[config.mk]
export PLATFORM = sky130hd
export DESIGN_NAME = segment_transition_ctl
export DESIGN_NICKNAME = d
export VERILOG_FILES = /design/src/rtl/segment_transition_ctl_pkg.sv /design/src/rtl/gpio_edge_sync.sv /design/src/rtl/segment_transition_ctl.sv
export SDC_FILE = /design/constraint.sdc
export NUM_CORES = 1
export LEC_CHECK = 0
export ABC_AREA = 0
export BUFFER_PORTS_ARGS = -buffer_cell sky130_fd_sc_hd__buf_2
export CAP_MARGIN = 25
export CORE_ASPECT_RATIO = 0.9
export CORE_UTILIZATION = 59
export DETAILED_ROUTE_END_ITERATION = 6
export GPL_TIMING_DRIVEN = 1
export PLACE_DENSITY = 0.86
export SLEW_MARGIN = 10
export SYNTH_ARGS = -nofsm -noshare
export SYNTH_HDL_FRONTEND = slang
export SYNTH_HIERARCHICAL = 1
export SYNTH_SLANG_ARGS = --single-unit
[constraint.sdc]
create_clock -name CLK -period 4.1 [get_ports CLK]
set_input_delay 0.205 -clock CLK [delete_from_list [all_inputs] [get_ports CLK]]
set_output_delay 0.205 -clock CLK [all_outputs]
set_load 0.01 [all_outputs]
[src/rtl/segment_transition_ctl_pkg.sv]
// Shared definitions for the segment transition controller: transition modes,
// FSM encoding and the default segment count.
package segment_transition_ctl_pkg;

    // Default segment count for new instances; the next generation raises this to 4.
    localparam int NumSegmentDefault = 2;

    typedef enum logic [7:0] {
        MODE_SYNC_IDX = 8'h00,
        MODE_SYS_TIME = 8'h01,
        MODE_GPIO     = 8'h02,
        MODE_EXT      = 8'hF0
    } transition_mode_t;

    typedef enum logic [1:0] {
        SEG_STATE_RUN       = 2'd0,
        SEG_STATE_WAIT_TRIG = 2'd1,
        SEG_STATE_STOPPED   = 2'd2
    } seg_state_t;

    function automatic logic is_valid_mode(input logic [7:0] code);
        case (code)
            MODE_SYNC_IDX, MODE_SYS_TIME, MODE_GPIO, MODE_EXT: return 1'b1;
            default:                                           return 1'b0;
        endcase
    endfunction

endpackage

[src/rtl/gpio_edge_sync.sv]
// Two-flop synchroniser plus registered rising-edge detector for GPIO triggers.
// Edges are suppressed until the pipeline holds real samples after reset.
module gpio_edge_sync #(
    parameter int Width = 4
) (
    input  logic             CLK,
    input  logic             RST_N,
    input  logic [Width-1:0] din,
    output logic [Width-1:0] rise
);

    logic [Width-1:0] sync1;
    logic [Width-1:0] sync2;
    logic [Width-1:0] prev;
    logic [2:0]       fill;

    // NOTE: sequential state uses non-blocking assignments so every flop samples
    // the pre-edge value of its neighbours, which is what makes a shift chain work.
    always_ff @(posedge CLK) begin
        if (!RST_N) begin
            sync1 <= '0;
            sync2 <= '0;
            prev  <= '0;
            fill  <= '0;
            rise  <= '0;
        end else begin
            sync1 <= din;
            sync2 <= sync1;
            prev  <= sync2;
            fill  <= {fill[1:0], 1'b1};
            // A level already high when the pipeline fills is not an edge.
            rise  <= fill[2] ? (sync2 & ~prev) : '0;
        end
    end

endmodule

[src/rtl/segment_transition_ctl.sv]
// Segment swap controller: latches a segment-change request, waits for its
// trigger, switches the active segment and counts loop repetitions.
module segment_transition_ctl
    import segment_transition_ctl_pkg::*;
#(
    parameter int  NumSegment   = NumSegmentDefault,
    parameter int  RepWidth     = 16,
    parameter int  SysTimeWidth = 64,
    parameter int  NumGpio      = 4,
    localparam int SegW         = (NumSegment > 1) ? $clog2(NumSegment) : 1
) (
    input  logic                    CLK,
    input  logic                    RST_N,
    input  logic                    UPDATE,
    input  logic [SegW-1:0]         REQ_SEGMENT,
    input  logic [RepWidth-1:0]     REP,
    input  logic [7:0]              TRANSITION_MODE,
    input  logic [SysTimeWidth-1:0] TRANSITION_VALUE,
    input  logic [SysTimeWidth-1:0] SYS_TIME,
    input  logic [NumGpio-1:0]      GPIO_IN,
    input  logic                    CYCLE_END,
    output logic [SegW-1:0]         SEGMENT,
    output logic                    START,
    output logic                    STOP,
    output logic                    WAITING,
    output logic                    ERR
);

    localparam int GIdxW = (NumGpio > 1) ? $clog2(NumGpio) : 1;
    localparam logic [RepWidth-1:0] RepInf   = '1;
    localparam logic [RepWidth-1:0] RepSat   = {{(RepWidth-1){1'b1}}, 1'b0};
    localparam logic [SegW:0]       SegCount = (SegW+1)'(NumSegment);
    localparam logic [SegW-1:0]     SegLast  = SegW'(NumSegment - 1);

    seg_state_t              state_q, state_d;
    logic [SegW-1:0]         seg_q, seg_d;
    logic [RepWidth-1:0]     rep_cnt_q, rep_cnt_d;
    logic [RepWidth-1:0]     act_rep_q, act_rep_d;
    logic                    act_ext_q, act_ext_d;
    logic [SegW-1:0]         pend_seg_q, pend_seg_d;
    logic [RepWidth-1:0]     pend_rep_q, pend_rep_d;
    transition_mode_t        pend_mode_q, pend_mode_d;
    logic [SysTimeWidth-1:0] pend_value_q, pend_value_d;
    logic                    start_q, start_d;
    logic                    stop_q, stop_d;
    logic                    waiting_q, waiting_d;
    logic                    err_q, err_d;

    logic [NumGpio-1:0] gpio_rise;
    logic [GIdxW-1:0]   gpio_sel;
    logic               req_ok;
    logic               trigger;
    logic               switch_now;
    logic               count_en;
    logic               limit_hit;

    gpio_edge_sync #(.Width(NumGpio)) u_gpio_edge_sync (
        .CLK  (CLK),
        .RST_N(RST_N),
        .din  (GPIO_IN),
        .rise (gpio_rise)
    );

    assign gpio_sel = pend_value_q[GIdxW-1:0];
    assign req_ok   = UPDATE && ({1'b0, REQ_SEGMENT} < SegCount)
                      && is_valid_mode(TRANSITION_MODE);

    // NOTE: every signal written in a combinational block gets a default first;
    // a path that leaves one unassigned would infer a latch.
    always_comb begin
        trigger = 1'b0;
        case (pend_mode_q)
            // A stopped old segment produces no CYCLE_END, so fire right away.
            MODE_SYNC_IDX: trigger = CYCLE_END || stop_q;
            MODE_SYS_TIME: trigger = (SYS_TIME >= pend_value_q);
            MODE_GPIO:     trigger = gpio_rise[gpio_sel];
            MODE_EXT:      trigger = 1'b1;
            default:       trigger = 1'b0;
        endcase
    end

    assign switch_now = (state_q == SEG_STATE_WAIT_TRIG) && trigger && !req_ok;
    assign count_en   = CYCLE_END && (state_q != SEG_STATE_STOPPED) && !stop_q;
    assign limit_hit  = (act_rep_q != RepInf) && (rep_cnt_q == act_rep_q);

    always_comb begin
        state_d      = state_q;
        seg_d        = seg_q;
        rep_cnt_d    = rep_cnt_q;
        act_rep_d    = act_rep_q;
        act_ext_d    = act_ext_q;
        pend_seg_d   = pend_seg_q;
        pend_rep_d   = pend_rep_q;
        pend_mode_d  = pend_mode_q;
        pend_value_d = pend_value_q;
        start_d      = 1'b0;
        stop_d       = stop_q;
        waiting_d    = waiting_q;
        err_d        = UPDATE && !req_ok;

        if (switch_now) begin
            seg_d     = pend_seg_q;
            start_d   = 1'b1;
            rep_cnt_d = '0;
            stop_d    = 1'b0;
            waiting_d = 1'b0;
            act_rep_d = pend_rep_q;
            act_ext_d = (pend_mode_q == MODE_EXT);
            state_d   = SEG_STATE_RUN;
        end else if (count_en) begin
            if (limit_hit) begin
                if (act_ext_q && (state_q == SEG_STATE_RUN)) begin
                    seg_d     = (seg_q == SegLast) ? '0 : seg_q + 1'b1;
                    start_d   = 1'b1;
                    rep_cnt_d = '0;
                end else begin
                    stop_d = 1'b1;
                    if (state_q == SEG_STATE_RUN) begin
                        state_d = SEG_STATE_STOPPED;
                    end
                end
            end else if (rep_cnt_q != RepSat) begin
                rep_cnt_d = rep_cnt_q + 1'b1;
            end
        end

        // A valid request always wins over the old request's trigger.
        if (req_ok) begin
            pend_seg_d   = REQ_SEGMENT;
            pend_rep_d   = REP;
            pend_mode_d  = transition_mode_t'(TRANSITION_MODE);
            pend_value_d = TRANSITION_VALUE;
            waiting_d    = 1'b1;
            state_d      = SEG_STATE_WAIT_TRIG;
        end
    end

    always_ff @(posedge CLK) begin
        if (!RST_N) begin
            state_q      <= SEG_STATE_RUN;
            seg_q        <= '0;
            rep_cnt_q    <= '0;
            act_rep_q    <= RepInf;
            act_ext_q    <= 1'b0;
            pend_seg_q   <= '0;
            pend_rep_q   <= '0;
            pend_mode_q  <= MODE_SYNC_IDX;
            pend_value_q <= '0;
            start_q      <= 1'b0;
            stop_q       <= 1'b0;
            waiting_q    <= 1'b0;
            err_q        <= 1'b0;
        end else begin
            state_q      <= state_d;
            seg_q        <= seg_d;
            rep_cnt_q    <= rep_cnt_d;
            act_rep_q    <= act_rep_d;
            act_ext_q    <= act_ext_d;
            pend_seg_q   <= pend_seg_d;
            pend_rep_q   <= pend_rep_d;
            pend_mode_q  <= pend_mode_d;
            pend_value_q <= pend_value_d;
            start_q      <= start_d;
            stop_q       <= stop_d;
            waiting_q    <= waiting_d;
            err_q        <= err_d;
        end
    end

    assign SEGMENT = seg_q;
    assign START   = start_q;
    assign STOP    = stop_q;
    assign WAITING = waiting_q;
    assign ERR     = err_q;

endmodule

# After elaboration in Yosys (flattened, before gate mapping)
# Index checks and enable logic that the tools add are counted.
[op_classes] n_addsub=2 order_cmp=2 n_eq_ne=13 mux=25 bitwise_logic=4 n_reduce_logical=31
[op_table] op="greater-or-equal comparator 64 bit" n=1
[op_table] op="2-to-1 mux 16 bit" n=3
[op_table] op="!= test 16 bit, second input constant" n=2
[op_table] op="2-to-1 mux 1 bit" n=20
[op_table] op="adder 16 x 1 -> 16 bit, second input constant" n=1
[op_table] op="== test 16 bit" n=1
[op_table] op="== test 8 x 1 -> 1 bit, second input constant" n=2
[op_table] op="== test 8 x 2 -> 1 bit, second input constant" n=2
[op_table] op="== test 8 bit, second input constant" n=2
[op_table] op="logical NOT 8 bit" n=2
[op_table] op="nonzero test 2 bit" n=5
[op_table] op="AND reduction 3 bit" n=3
[op_table] op="nonzero test 3 bit" n=3
[op_table] op="logical AND 1 bit" n=8
[op_table] op="AND reduction 4 bit" n=2
[op_table] op="AND 4 bit" n=1
[op_table] op="NOT 4 bit" n=1
[op_table] op="one-hot mux 1 bit (4 select lines)" n=1
[op_table] op="OR reduction 4 bit" n=1
[op_table] op="less-than comparator 2 x 3 -> 1 bit, second input constant" n=1
[op_table] op="!= test 3 bit, second input constant" n=1
[op_table] op="OR reduction 3 bit" n=1
[op_table] op="binary-select mux 1 bit (select 2 bit)" n=1
[op_table] op="== test 2 x 1 -> 1 bit, second input constant" n=1
[op_table] op="9 further kinds" n=11
[totals] register_bits=148 input_bits=161 out_inout_bits=5 elab_cells=97

# Logic depth before layout (Yosys ltp)
[logic_depth] ltp_word=8 ltp_mapped=11 depth_no_buf=9

# Modules after synthesis
# Netlist, hierarchy kept.
[by_module_without_submodules] mod="segment_transition_ctl" n_inst=1 cells_each=864 area_each_um2=7191.9 seq_area_each_um2=2582.5
[by_module_without_submodules] mod="gpio_edge_sync" n_inst=1 cells_each=38 area_each_um2=519.2 seq_area_each_um2=380.4

# Worst setup path before layout
# OpenSTA, ideal clock, no wires.
[synth_timing] path_type="register to register" startpoint="register pend_value_q[15]" endpoint="register act_ext_q" setup_ns=0.072 t_arrival_ns=2.448 t_required_ns=4.028 setup_slack_ns=1.580 path_stages_with_launch=12 n_path_buf=2 period_less_slack_ns=2.520 cell_sequence="dfxtp_1 -> inv_1 -> ha_1 -> nand4_1 -> or4_1 -> a221oi_1 -> a211o_1 -> a41oi_1 -> a31oi_2 -> buf_6 -> buf_6 -> mux2i_1"
[synth_between] elab_chain_len=4
[synth_lines] item="from (decl)" line="segment_transition_ctl.sv:43" rtl="logic [SysTimeWidth-1:0] pend_value_q, pend_value_d;"
[synth_lines] item="from (signal assigned)" line="segment_transition_ctl.sv:162" rtl="pend_value_q <= pend_value_d;"
[synth_lines] item="greater-or-equal comparator 64 bit" line="segment_transition_ctl.sv:75" rtl="MODE_SYS_TIME: trigger = (SYS_TIME >= pend_value_q);"
[synth_lines] item="one-hot mux 1 bit (4 select lines)" line="segment_transition_ctl.sv:72" rtl="case (pend_mode_q)"
[synth_lines] item="logical AND 1 bit (2 in series)" line="segment_transition_ctl.sv:82" rtl="assign switch_now = (state_q == SEG_STATE_WAIT_TRIG) && trigger && !req_ok;"
[synth_lines] item="to (signal assigned)" line="segment_transition_ctl.sv:158" rtl="act_ext_q <= act_ext_d;"
[synth_lines] item="to (decl)" line="segment_transition_ctl.sv:39" rtl="logic act_ext_q, act_ext_d;"
# No other way between the ends.
# A chain may end at the register's enable or synchronous reset.

# Worst setup path after layout
[layout_timing] startpoint="register pend_value_q[15]" endpoint="register act_rep_q[7]"
[layout_between] elab_chain_len=4
[layout_lines] item="greater-or-equal comparator 64 bit" line="segment_transition_ctl.sv:75"
[layout_lines] item="one-hot mux 1 bit (4 select lines)" line="segment_transition_ctl.sv:72"
[layout_lines] item="logical AND 1 bit (2 in series)" line="segment_transition_ctl.sv:82"
[layout_lines] item="to (signal assigned)" line="segment_transition_ctl.sv:143" rtl="act_rep_q <= RepInf;"
[layout_lines] item="to (signal assigned)" line="segment_transition_ctl.sv:157" rtl="act_rep_q <= act_rep_d;"
[layout_lines] item="to (decl)" line="segment_transition_ctl.sv:38" rtl="logic [RepWidth-1:0] act_rep_q, act_rep_d;"
# No other way between the ends.

==> results_tabular.tex <==
\begin{tabular}{lr}
\hline
Metric & Value \\
\hline
\multicolumn{2}{l}{\textbf{Global route}} \\
Maximum number of pins on one net before global-route repair & 113 \\
Via count of the first global-routing pass & 6,546 \\
Total track usage & between 20\% and 30\% \\
GR Util met2 & between 40\% and 50\% \\
Remaining global-route overflow & 0 \\
Global-route wire length before repair & 29.3 mm \\
Most Used Layer, Global Route & met2 \\
Met1 track utilization from global routing & between 30\% and 40\% \\
Initial antenna violation count & 0 \\
Met3 Track Usage GR & 7.64\% \\
\multicolumn{2}{l}{\textbf{Synth}} \\
Mean post-synth cell area & 8.55 µm² \\
Number of distinct library cells after synthesis & 65 \\
Biggest area consumer among synthesized cells & sky130\_fd\_sc\_hd\_\_dfxtp\_1 \\
Dominant register cell in the synthesized netlist & sky130\_fd\_sc\_hd\_\_dfxtp\_1 \\
Top cells by area in the synthesized netlist & sky130\_fd\_sc\_hd\_\_dfxtp\_1 38\%, sky130\_fd\_sc\_hd\_\_ha\_1 11\%, sky130\_fd\_sc\_hd\_\_nand2\_1 10\% \\
Portion of synthesized cell area occupied by the leading cell type & 38.4\% \\
Syn\_nets & approximately 1,100 \\
Post-synthesis cell area & 7710 µm² \\
Fraction of the yosys area taken by sequential cells & between 30 and 40\% \\
Post-synthesis instance total & 902 \\
Number of synthesized flops with an enable pin & 0 \\
Number of storage elements in the synthesis netlist & 148 \\
Number of synthesis warnings & 6 \\
Async set-reset flop share out of synthesis & 0\% \\
\multicolumn{2}{l}{\textbf{Finish}} \\
Fraction of final layout cells with drive strength greater than 1 & between 20\% and 30\% \\
Final Net Count & 1,278 \\
Ant diodes & 0 \\
Area overhead of the layout relative to synthesis & 19.7\% \\
Final Instance Count excl. Fillers & around 1,200 \\
\multicolumn{2}{l}{\textbf{Power}} \\
Power Internal & 0.00260 W \\
Switching Power & 0.000744 W \\
Reg power frac & 43.6\% \\
Share of total power in combinational logic & 7.2\% \\
Static leakage & 3.54 nW \\
Worst vdd rail ir drop & 0.343 mV \\
Switching share of power & 22.2\% \\
Pwr Density & about 360 nW/µm² \\
Share of total power in the clock network & just under 50\% \\
\multicolumn{2}{l}{\textbf{Worst setup path}} \\
Origin of the worst setup path & pend\_value\_q[15]\$\_SDFFE\_PN0P\_ \\
Max Fanout on Critical Path & 38 \\
Capturing instance or port of the critical path & act\_rep\_q[7]\$\_SDFFE\_PN1P\_ \\
Critical R2R Capture & act\_rep\_q[7]\$\_SDFFE\_PN1P\_ \\
Type of element capturing the critical path & flop \\
Req. time, crit path & 4.43 ns \\
Cell count of the worst reg-to-reg path & 10 \\
Launching element type of the critical path & flop \\
Critical path type & flop to flop \\
CP arrival & 3.43 ns \\
Beginning of the worst register-to-register path & pend\_value\_q[15]\$\_SDFFE\_PN0P\_ \\
Worst reg-to-reg setup slack & 1.00 ns \\
\multicolumn{2}{l}{\textbf{Route}} \\
Remaining antenna violation count & 0 \\
Ratio of routed vias to standard cells & roughly 5.3 \\
Average detailed-routed wire length per instance & 14.2 µm \\
DRC violations left & 0 \\
Number of search-and-repair iterations in the first detailed-routing pass & 4 \\
Post-detailed-routing wire length & between 15 and 20 mm \\
Iter 0 DRT Violations & 350 \\
Total vias in the final route & 6,516 \\
\multicolumn{2}{l}{\textbf{Placed design}} \\
Global placement routability congestion & 0.849 \\
Placed wire-length estimate after detailed placement & 12.3 mm \\
Count of input and output buffers & 165 \\
Post-placement cell count & 1,193 \\
\multicolumn{2}{l}{\textbf{STA}} \\
Final number of max-transition violations & 0 \\
Period minus WS final & 3.10 ns \\
Unrepaired setup endpoints after global routing & false \\
Final Hold Vio Count & 0 \\
Rel. slew slack & 33.5\% \\
Share of the clock period used by the worst path after layout & approximately three quarters \\
Setup-violating endpoint count in the final report & 0 \\
Maximum clock rate & 323 MHz \\
Transition time at the pin with the least slew margin & 0.969 ns \\
Setup total negative slack & 0 ns \\
Max Clock Skew & 0.00808 ns \\
\multicolumn{2}{l}{\textbf{Clock tree}} \\
Worst-skew pair later-pin latency & about 0.42 ns \\
Buffer type at the clock tree root & sky130\_fd\_sc\_hd\_\_clkbuf\_16 \\
Clock transition at the register clock pins on the worst setup and hold paths after CTS & 0.06 ns \\
\# clock sinks & $\sim$150 \\
Max clock buf depth & 2 \\
Clock H-tree levels & 4 \\
TritonCTS clock tree & done \\
Number of setup buffers added after CTS & 0 \\
Number of buffers created by CTS & 17 \\
Hold Buf Count CTS & 3 \\
Resized cells post-CTS & 0 \\
\multicolumn{2}{l}{\textbf{Floorplanning}} \\
Core footprint & 12,700 µm² \\
Die X-Extent & 123 µm \\
Die height & 110 µm \\
Initial core utilization & 60.5\% \\
Die Outline Area & 13,500 µm² \\
Standard-cell row count & 39 \\
Number of top-level design ports & $\sim$170 \\
\multicolumn{2}{l}{\textbf{Run status}} \\
Run status & finished, final reports clean \\
\multicolumn{2}{l}{\textbf{Flow run}} \\
Max-cap violation count & 0 \\
\multicolumn{2}{l}{\textbf{Hold path}} \\
Path category of the worst min-delay check & primary input to flop \\
\hline
\end{tabular}
## power by group through the flow
stage | logic [W] | registers [W] | clock network, W
after global placement | 0.000228 | 0.00149 | 0
after detailed placement | 0.000234 | 0.00149 | 0
final | 0.000240 | 0.00146 | 0.00165
after CTS | 0.000241 | 0.00146 | 0.00167
after floorplan | 0.000123 | 0.00149 | 0
after global routing | 0.000271 | 0.00146 | 0.00173
## critical path, stage by stage, from the launching register on
cell and delay, ns:
sky130_fd_sc_hd__dfxtp_1 0.35, sky130_fd_sc_hd__inv_1 0.05, sky130_fd_sc_hd__ha_1 0.30, sky130_fd_sc_hd__nand4_1 0.14
sky130_fd_sc_hd__or4_1 0.55, sky130_fd_sc_hd__a221oi_1 0.27, sky130_fd_sc_hd__a211o_1 0.18, sky130_fd_sc_hd__a41oi_1 0.19
sky130_fd_sc_hd__a31oi_4 0.22, sky130_fd_sc_hd__buf_4 0.48, sky130_fd_sc_hd__mux2i_1 0.27
## layout by cell type, fill, tap and decap left out, drive strengths merged, types with 3 or more instances in the layout
cell type and count:
and4b 5, clkbuf 17, a221oi 4, mux2i 19, nor2b 34, nor4 9, a21oi 32, nor2 11
nor3 13, inv 71, nor3b 6, and4 4, nand4 19, o21ai 20, xnor2 5, buf 170
dlygate4sd3 3, bufinv 4, clkinv 4, clkinvlp 5, o21a 3, dfxtp 148, xor2 19, nand3 12
or3 6, and3 9, a211oi 7, ha 66, nand2 205, and2 17, a21boi 88
## cell type report
type	instances	area [µm²]
multi-input combinational	642	4280
fill	1008	3500
sequential	148	2960
timing repair buffer	173	896
clock buffer	17	425
inverter	69	259
clock inverter	15	206
tap	164	205
## flip-flops by register name, indices dropped and copies added, names as in the netlist, 2 cells and up
name,cells
pend_mode_q,8
pend_value_q,64
pend_rep_q,16
u_gpio_edge_sync/sync2,4
rep_cnt_q,16
act_rep_q,16
u_gpio_edge_sync/rise,4
u_gpio_edge_sync/fill,3
state_q,2
u_gpio_edge_sync/prev,4
u_gpio_edge_sync/sync1,4
## how the worst min path moves through the flow
| stage | startpoint | to | slack (ns) | depth (start not counted) |
|---|---|---|---|---|
| floorplan | RST_N | u_gpio_edge_sync/fill[0]$_DFF_P_ | 0.23 | 0 |
| global placement | u_gpio_edge_sync/fill[0]$_DFF_P_ | u_gpio_edge_sync/fill[1]$_SDFF_PN0_ | 0.41 | 1 |
| detailed placement | GPIO_IN[1] | u_gpio_edge_sync/sync1[1]$_SDFF_PN0_ | 0.42 | 2 |
| CTS | GPIO_IN[0] | u_gpio_edge_sync/sync1[0]$_SDFF_PN0_ | 0.005 | 2 |
| global route | GPIO_IN[0] | u_gpio_edge_sync/sync1[0]$_SDFF_PN0_ | 0.02 | 2 |
| finish | GPIO_IN[0] | u_gpio_edge_sync/sync1[0]$_SDFF_PN0_ | 0.02 | 2 |
## logic make-up (layout without fill, tap and decap cells)
group           Yosys count  in the layout  share of synthesized area [%]
xor+xnor                 24             24                           2.73
simple gates            360            360                           23.3
compound gates          172            172                           15.8
fa+ha+maj                66             66                           10.7
flops                   148            148                           38.4
mux                      20             20                           2.76
buf+inv                 112            274                           6.26
## synth_stat cells (all sizes together), types with 2 or more instances
cell     count
nand4       19
o21a         3
and2        17
ha          66
buf         14
mux2i       19
nor3b        6
a2bb2oi      2
and4         4
or4          2
nand3       12
xor2        19
clkbuf      29
nor4         9
or3          6
o21ai       20
nor2b       34
nand2b       2
and4b        5
a21boi      88
a31oi        2
a21oi       32
nor2        11
a211oi       7
o31ai        2
and3         9
xnor2        5
a221oi       4
nand2      205
inv         69
nor3        13
dfxtp      148
## layer usage
metal,routed length [µm],vias to the layer above
met3,1060,20
met4,305,0
li1,-,3360
met5,0,-
met2,8330,164
met1,7790,2972
## through the flow
stage               instance area (µm²)  worst slack (ns)  hold WS [ns]  power [W]  utilization (%)
floorplan                          7710              1.58         0.233    0.00161                -
global placement                   8570              1.10         0.414    0.00172             67.3
detailed placement                 8570              1.02         0.417    0.00172             67.3
CTS                                9230             0.980       0.00508    0.00337             72.5
global route                       9230             0.840        0.0151    0.00346             72.5
finish                             9230              1.00        0.0188    0.00335             72.5
(Power assumes the default switching activity.)
